File: src/rtl/mc_ctrl_pkg.sv
// Shared types and encodings for the multicycle MIPS main controller.
package mc_ctrl_pkg;

  typedef enum logic [3:0] {
    IDLE     = 4'd0,
    FETCH    = 4'd1,
    DECODE   = 4'd2,
    MEM_ADDR = 4'd3,
    MEM_RD   = 4'd4,
    MEM_WB   = 4'd5,
    MEM_WR   = 4'd6,
    R_EXEC   = 4'd7,
    R_WB     = 4'd8,
    I_EXEC   = 4'd9,
    I_WB     = 4'd10,
    BRANCH   = 4'd11,
    JUMP     = 4'd12,
    JAL      = 4'd13,
    JR       = 4'd14
  } state_e;

  localparam logic [5:0] OP_RTYPE = 6'b000000;
  localparam logic [5:0] OP_LW    = 6'b100011;
  localparam logic [5:0] OP_SW    = 6'b101011;
  localparam logic [5:0] OP_BEQ   = 6'b000100;
  localparam logic [5:0] OP_BNE   = 6'b000101;
  localparam logic [5:0] OP_J     = 6'b000010;
  localparam logic [5:0] OP_JAL   = 6'b000011;
  localparam logic [5:0] OP_ADDI  = 6'b001000;
  localparam logic [5:0] OP_ANDI  = 6'b001100;
  localparam logic [5:0] FN_JR    = 6'b001000;

  localparam logic [1:0] ALU_ADD  = 2'd0;
  localparam logic [1:0] ALU_SUB  = 2'd1;
  localparam logic [1:0] ALU_FUNC = 2'd2;
  localparam logic [1:0] ALU_AND  = 2'd3;

  localparam logic [1:0] ASB_B       = 2'd0;
  localparam logic [1:0] ASB_FOUR    = 2'd1;
  localparam logic [1:0] ASB_IMM     = 2'd2;
  localparam logic [1:0] ASB_IMM_SH2 = 2'd3;

  localparam logic [1:0] PC_ALU    = 2'd0;
  localparam logic [1:0] PC_ALUOUT = 2'd1;
  localparam logic [1:0] PC_JUMP   = 2'd2;
  localparam logic [1:0] PC_REG_A  = 2'd3;

  localparam logic [1:0] RD_RT  = 2'd0;
  localparam logic [1:0] RD_RD  = 2'd1;
  localparam logic [1:0] RD_R31 = 2'd2;

  localparam logic [1:0] M2R_ALUOUT = 2'd0;
  localparam logic [1:0] M2R_MDR    = 2'd1;
  localparam logic [1:0] M2R_PC     = 2'd2;

endpackage

File: src/rtl/mc_perf_counters.sv
// Free-running cycle and retired-instruction counters (built only with MC_PERF_CNT_EN).
`ifdef MC_PERF_CNT_EN
module mc_perf_counters (
  input  logic        clk,
  input  logic        rst,
  input  logic        active,
  input  logic        instr_done,
  output logic [31:0] cycle_cnt,
  output logic [31:0] instr_cnt
);

  logic [31:0] cycle_cnt_q;
  logic [31:0] instr_cnt_q;

  // Both counters wrap naturally at 2^32.
  always_ff @(posedge clk or negedge rst) begin
    if (!rst) begin
      cycle_cnt_q <= 32'd0;
      instr_cnt_q <= 32'd0;
    end else begin
      if (active) cycle_cnt_q <= cycle_cnt_q + 32'd1;
      if (instr_done) instr_cnt_q <= instr_cnt_q + 32'd1;
    end
  end

  assign cycle_cnt = cycle_cnt_q;
  assign instr_cnt = instr_cnt_q;

endmodule
`else
`endif

File: src/rtl/mc_main_controller.sv
// Main control FSM for the multicycle MIPS datapath with a shared, handshaked memory.
// Optional perf counters (cycle_cnt/instr_cnt) are built when MC_PERF_CNT_EN is defined.
module mc_main_controller
  import mc_ctrl_pkg::*;
#(
  parameter int OPW  = 6,
  parameter int SELW = 2
) (
  input  logic            clk,
  input  logic            rst,
  input  logic [OPW-1:0]  opcode,
  input  logic [OPW-1:0]  func,
  input  logic            zero,
  input  logic            mem_ready,
  output logic            pc_write,
  output logic            pc_write_cond,
  output logic            i_or_d,
  output logic            mem_read,
  output logic            mem_write,
  output logic            ir_write,
  output logic [1:0]      reg_dst,
  output logic [1:0]      mem_to_reg,
  output logic            reg_write,
  output logic            alu_src_a,
  output logic [SELW-1:0] alu_src_b,
  output logic [SELW-1:0] alu_op,
  output logic [SELW-1:0] pc_src,
  output logic            instr_done,
  output logic            illegal_op
`ifdef MC_PERF_CNT_EN
  ,
  output logic [31:0]     cycle_cnt,
  output logic [31:0]     instr_cnt
`endif
);

  state_e state_q, state_d;
  logic   bne_q, bne_d;
  logic   unused_s;

  // The branch condition itself is resolved in the datapath.
  assign unused_s = zero;

  always_ff @(posedge clk or negedge rst) begin
    if (!rst) begin
      state_q <= IDLE;
      bne_q   <= 1'b0;
    end else begin
      state_q <= state_d;
      bne_q   <= bne_d;
    end
  end

  always_comb begin
    state_d       = state_q;
    bne_d         = bne_q;
    pc_write      = 1'b0;
    pc_write_cond = 1'b0;
    i_or_d        = 1'b0;
    mem_read      = 1'b0;
    mem_write     = 1'b0;
    ir_write      = 1'b0;
    reg_dst       = RD_RT;
    mem_to_reg    = M2R_ALUOUT;
    reg_write     = 1'b0;
    alu_src_a     = 1'b0;
    alu_src_b     = ASB_B;
    alu_op        = ALU_ADD;
    pc_src        = PC_ALU;
    instr_done    = 1'b0;
    illegal_op    = 1'b0;
    case (state_q)
      IDLE: state_d = FETCH;
      FETCH: begin
        mem_read  = 1'b1;
        alu_src_b = ASB_FOUR;
        if (mem_ready) begin
          ir_write = 1'b1;
          pc_write = 1'b1;
          state_d  = DECODE;
        end else begin
          state_d  = FETCH;
        end
      end
      DECODE: begin
        // ALU precomputes PC+4 + (imm<<2) for a possible branch.
        alu_src_b = ASB_IMM_SH2;
        bne_d     = (opcode == OP_BNE);
        case (opcode)
          OP_LW, OP_SW:     state_d = MEM_ADDR;
          OP_RTYPE:         state_d = (func == FN_JR) ? JR : R_EXEC;
          OP_BEQ, OP_BNE:   state_d = BRANCH;
          OP_J:             state_d = JUMP;
          OP_JAL:           state_d = JAL;
          OP_ADDI, OP_ANDI: state_d = I_EXEC;
          default: begin
            illegal_op = 1'b1;
            instr_done = 1'b1;
            state_d    = FETCH;
          end
        endcase
      end
      MEM_ADDR: begin
        alu_src_a = 1'b1;
        alu_src_b = ASB_IMM;
        state_d   = (opcode == OP_SW) ? MEM_WR : MEM_RD;
      end
      MEM_RD: begin
        mem_read = 1'b1;
        i_or_d   = 1'b1;
        state_d  = mem_ready ? MEM_WB : MEM_RD;
      end
      MEM_WB: begin
        reg_write  = 1'b1;
        mem_to_reg = M2R_MDR;
        instr_done = 1'b1;
        state_d    = FETCH;
      end
      MEM_WR: begin
        mem_write = 1'b1;
        i_or_d    = 1'b1;
        if (mem_ready) begin
          instr_done = 1'b1;
          state_d    = FETCH;
        end else begin
          state_d    = MEM_WR;
        end
      end
      R_EXEC: begin
        alu_src_a = 1'b1;
        alu_op    = ALU_FUNC;
        state_d   = R_WB;
      end
      R_WB: begin
        reg_write  = 1'b1;
        reg_dst    = RD_RD;
        instr_done = 1'b1;
        state_d    = FETCH;
      end
      I_EXEC: begin
        alu_src_a = 1'b1;
        alu_src_b = ASB_IMM;
        alu_op    = (opcode == OP_ANDI) ? ALU_AND : ALU_ADD;
        state_d   = I_WB;
      end
      I_WB: begin
        reg_write  = 1'b1;
        instr_done = 1'b1;
        state_d    = FETCH;
      end
      BRANCH: begin
        alu_src_a     = 1'b1;
        alu_op        = ALU_SUB;
        pc_src        = PC_ALUOUT;
        pc_write_cond = 1'b1;
        instr_done    = 1'b1;
        state_d       = FETCH;
      end
      JUMP: begin
        pc_write   = 1'b1;
        pc_src     = PC_JUMP;
        instr_done = 1'b1;
        state_d    = FETCH;
      end
      JAL: begin
        // PC already holds PC+4, so it is the link value written to r31.
        pc_write   = 1'b1;
        pc_src     = PC_JUMP;
        reg_write  = 1'b1;
        reg_dst    = RD_R31;
        mem_to_reg = M2R_PC;
        instr_done = 1'b1;
        state_d    = FETCH;
      end
      JR: begin
        pc_write   = 1'b1;
        pc_src     = PC_REG_A;
        instr_done = 1'b1;
        state_d    = FETCH;
      end
      default: state_d = IDLE;
    endcase
  end

`ifdef MC_PERF_CNT_EN
  mc_perf_counters u_perf (
    .clk        (clk),
    .rst        (rst),
    .active     (state_q != IDLE),
    .instr_done (instr_done),
    .cycle_cnt  (cycle_cnt),
    .instr_cnt  (instr_cnt)
  );
`else
`endif

endmodule

File: config.mk
export PLATFORM = sky130hd
export DESIGN_NAME = mc_main_controller
export DESIGN_NICKNAME = d
export VERILOG_FILES = /design/src/rtl/mc_ctrl_pkg.sv /design/src/rtl/mc_perf_counters.sv /design/src/rtl/mc_main_controller.sv
export SDC_FILE = /design/constraint.sdc
export NUM_CORES = 1
export LEC_CHECK = 0
export CAP_MARGIN = 25
export CORE_MARGIN = 3
export CORE_UTILIZATION = 41
export CTS_CLUSTER_SIZE = 10
export DETAILED_ROUTE_END_ITERATION = 10
export HOLD_SLACK_MARGIN = 0.15
export PLACE_DENSITY = 0.85
export SYNTH_ARGS = -nofsm -noshare
export SYNTH_HDL_FRONTEND = slang
export SYNTH_SLANG_ARGS = --single-unit
export TNS_END_PERCENT = 5
File: constraint.sdc
create_clock -name clk -period 4 [get_ports clk]
set_input_delay 0.4 -clock clk [delete_from_list [all_inputs] [get_ports clk]]
set_output_delay 0.4 -clock clk [all_outputs]
set_load 0.03 [all_outputs]
==> flow_summary.json <==
{
  "status": "finished clean",
  "drv_slew": 0,
  "synth-async-reset-ratio": 1.000,
  "synth_warnings": 0,
  "multi_input_area_um2": 501.7,
  "cp-start-kind": "primary input",
  "netlist_instances": 100,
  "globalplace.congestion": 0.8726,
  "final_core_util": 0.7276,
  "r2r_end": "state_q[0]",
  "globalRouteTotalUtil": 0.1945,
  "slew_headroom": 0.6682,
  "finalHoldViolCount": 0,
  "synth-edff-count": 0,
  "min_period_ns": 3.032,
  "critPathArrivalTime_ns": 2.63,
  "area_growth_pct": 55.51,
  "tritoncts": "built",
  "cts.sinks": 4,
  "regArea_um2": 100.1,
  "die_area_mm2": 0.002090,
  "tns_ns": 0,
  "ios": 36,
  "clk_latency_ns": 0.24,
  "final_cells": 147,
  "coreArea_mm2": 0.001383,
  "cts_resized": 0,
  "cp_top_family": "buffers and inverters",
  "drv_cap": 0,
  "via_per_inst": 5.816,
  "vias": 855,
  "worstRegToRegCells": 4,
  "synth_nets": 116,
  "overflow": 0,
  "drive_above_1_share": 0.05303,
  "numPortBuffers": 34,
  "critical_path_class": "primary input to output pin",
  "crit_slowest_cell": "clkdlybuf4s50_1",
  "cp_cell_sequence": "clkdlybuf4s50_1 -> nor4_1 -> a21oi_1 -> a311o_1 -> clkdlybuf4s50_1",
  "clk_path_buf_depth": 2,
  "path_buf_inv": 2,
  "top_register": "state_q",
  "cts-htree-levels": 1,
  "top_regs": "state_q (4)",
  "grt_pass1_wl_um": 3029,
  "r2r-start": "state_q[0]",
  "clkSlewWorstSetupHoldPaths_ns": 0.04,
  "dp_hpwl_um": 1505,
  "min_path_type": "primary input to asynchronous set/reset pin",
  "synth-seq-cells": 4,
  "yosysSeqAreaShare": 0.1547,
  "end_kind": "output pin",
  "drc": 0,
  "final_cell_mix": "clkdlybuf4s50_1 (34), nor2_1 (18), nand2_1 (10), inv_1 (6), o21ai_0 (6)",
  "skew_ns": 0.0003323,
  "yosys.cell_types.count": 33,
  "setup_viol": 0,
  "layout_commonest_cell": "clkdlybuf4s50_1",
  "grt_max_degree": 19,
  "drtIter0Drc": 12,
  "post-cts-setup-buffers": 0,
  "start_util": 0.4679,
  "first_pass_iters": 4,
  "antenna_found_initial": 0,
  "wl_per_cell_um": 13.09,
  "ant_nets": 0,
  "fin_nets": 150,
  "yosys_most_used_dff": "dfrtp_1",
  "grt_setup_unrepaired": "false",
  "synth_area_um2": 646.9,
  "largest_register_ffs": 4,
  "leakagePower_nw": 0.3854,
  "grt_pass1_vias": 761,
  "fmax_mhz": 329.8,
  "powerDensity_mw_per_mm2": 601.0,
  "cts-buffers-inserted": 3,
  "tightest_slew_ns": 0.4932,
  "die_h_um": 45.72,
  "wl_um": 1924,
  "dp.cells": 144,
  "cts_hold_buf": 0,
  "diodes": 0,
  "period_share": 0.7581,
  "fillers": 115,
  "crit_required_ns": 3.60,
  "fp.dieW_um": 45.72,
  "crit_top_cell": "clkdlybuf4s50_1",
  "r2r_setup_slack_ns": 2.20,
  "ir_worst_vdd_mv": 0.3837,
  "root_buffer": "clkbuf_4",
  "critical_path_peak_fanout": 8,
  "avgSynthCellArea_um2": 6.469,
  "critical-path-max-stage-delay_ns": 0.61,
  "rows": 13
}
## synth_stat cells (all sizes together) (2+ instances only)
master	count	area [um^2]
nor2	18	67.56
nand2	10	37.54
inv	6	22.52
o21ai	6	30.03
a21oi	5	25.02
nand2b	5	31.28
clkbuf	4	15.01
dfrtp	4	100.1
nor2b	4	25.02
nor3	4	20.02
nand3	3	15.01
or2	3	18.77
a21boi	2	15.01
and3	2	12.51
mux2i	2	20.02
nand3b	2	15.01
nand4	2	12.51
nor4	2	12.51
o211ai	2	15.01
## final cells by class
class / instances / area share
Inverter: 6 / 0.02239
Sequential cell: 4 / 0.09950
Clock buffer: 3 / 0.02239
Multi-Input combinational cell: 85 / 0.4988
Timing Repair Buffer: 34 / 0.3383
Tap cell: 15 / 0.01866
## through the flow
step / power (mW) / instance area, um^2 / setup WS (ns) / hold slack, ns
global route: 0.6500 / 1006 / 0.8996 / 0.3558
finish: 0.6046 / 1006 / 0.9676 / 0.3618
global placement: 0.5462 / 983.4 / 1.035 / 0.6046
CTS: 0.6084 / 1006 / 0.9932 / 0.3514
detailed placement: 0.5528 / 983.4 / 1.013 / 0.6099
floorplan: 0.3914 / 646.9 / 1.694 / 0.1044
## power breakdown
group	internal (mW)	leakage (nW)	switching [mW]
Sequential	0.0556	0.0515	0.0545
Clock	0.0336	0.0138	0.0177
Combinational	0.202	0.320	0.242
Total	0.291	0.385	0.314
## cells by family after synthesis
logic type | Yosys count | synth area share
AND/OR/NAND/NOR | 62 | 0.5280
flip-flops | 4 | 0.1547
buffers and inverters | 11 | 0.06963
multiplexers | 2 | 0.03095
AO/OA/AOI/OAI | 21 | 0.2166
## routing by layer
metal  vias up  global-route usage  wire length [um]
met5         -                   0                 0
li1        424                   -                 -
met3         0             0.05138               220
met2        55              0.3760               962
met4         0             0.03977                 0
met1       376              0.2067               740
## how the worst max path moves through the flow
stage                     slack [ns]  depth (start not counted)  startpoint         end
after floorplan                 1.69                          4  state_q[3]    pc_write
after global placement          1.03                          5   opcode[3]  instr_done
after detailed placement        1.01                          5   opcode[3]  instr_done
after CTS                       0.99                          5   opcode[3]  instr_done
after global routing            0.90                          5   opcode[3]  instr_done
final                           0.97                          5   opcode[3]  instr_done
No activity file was read; power rests on OpenSTA's default activity.
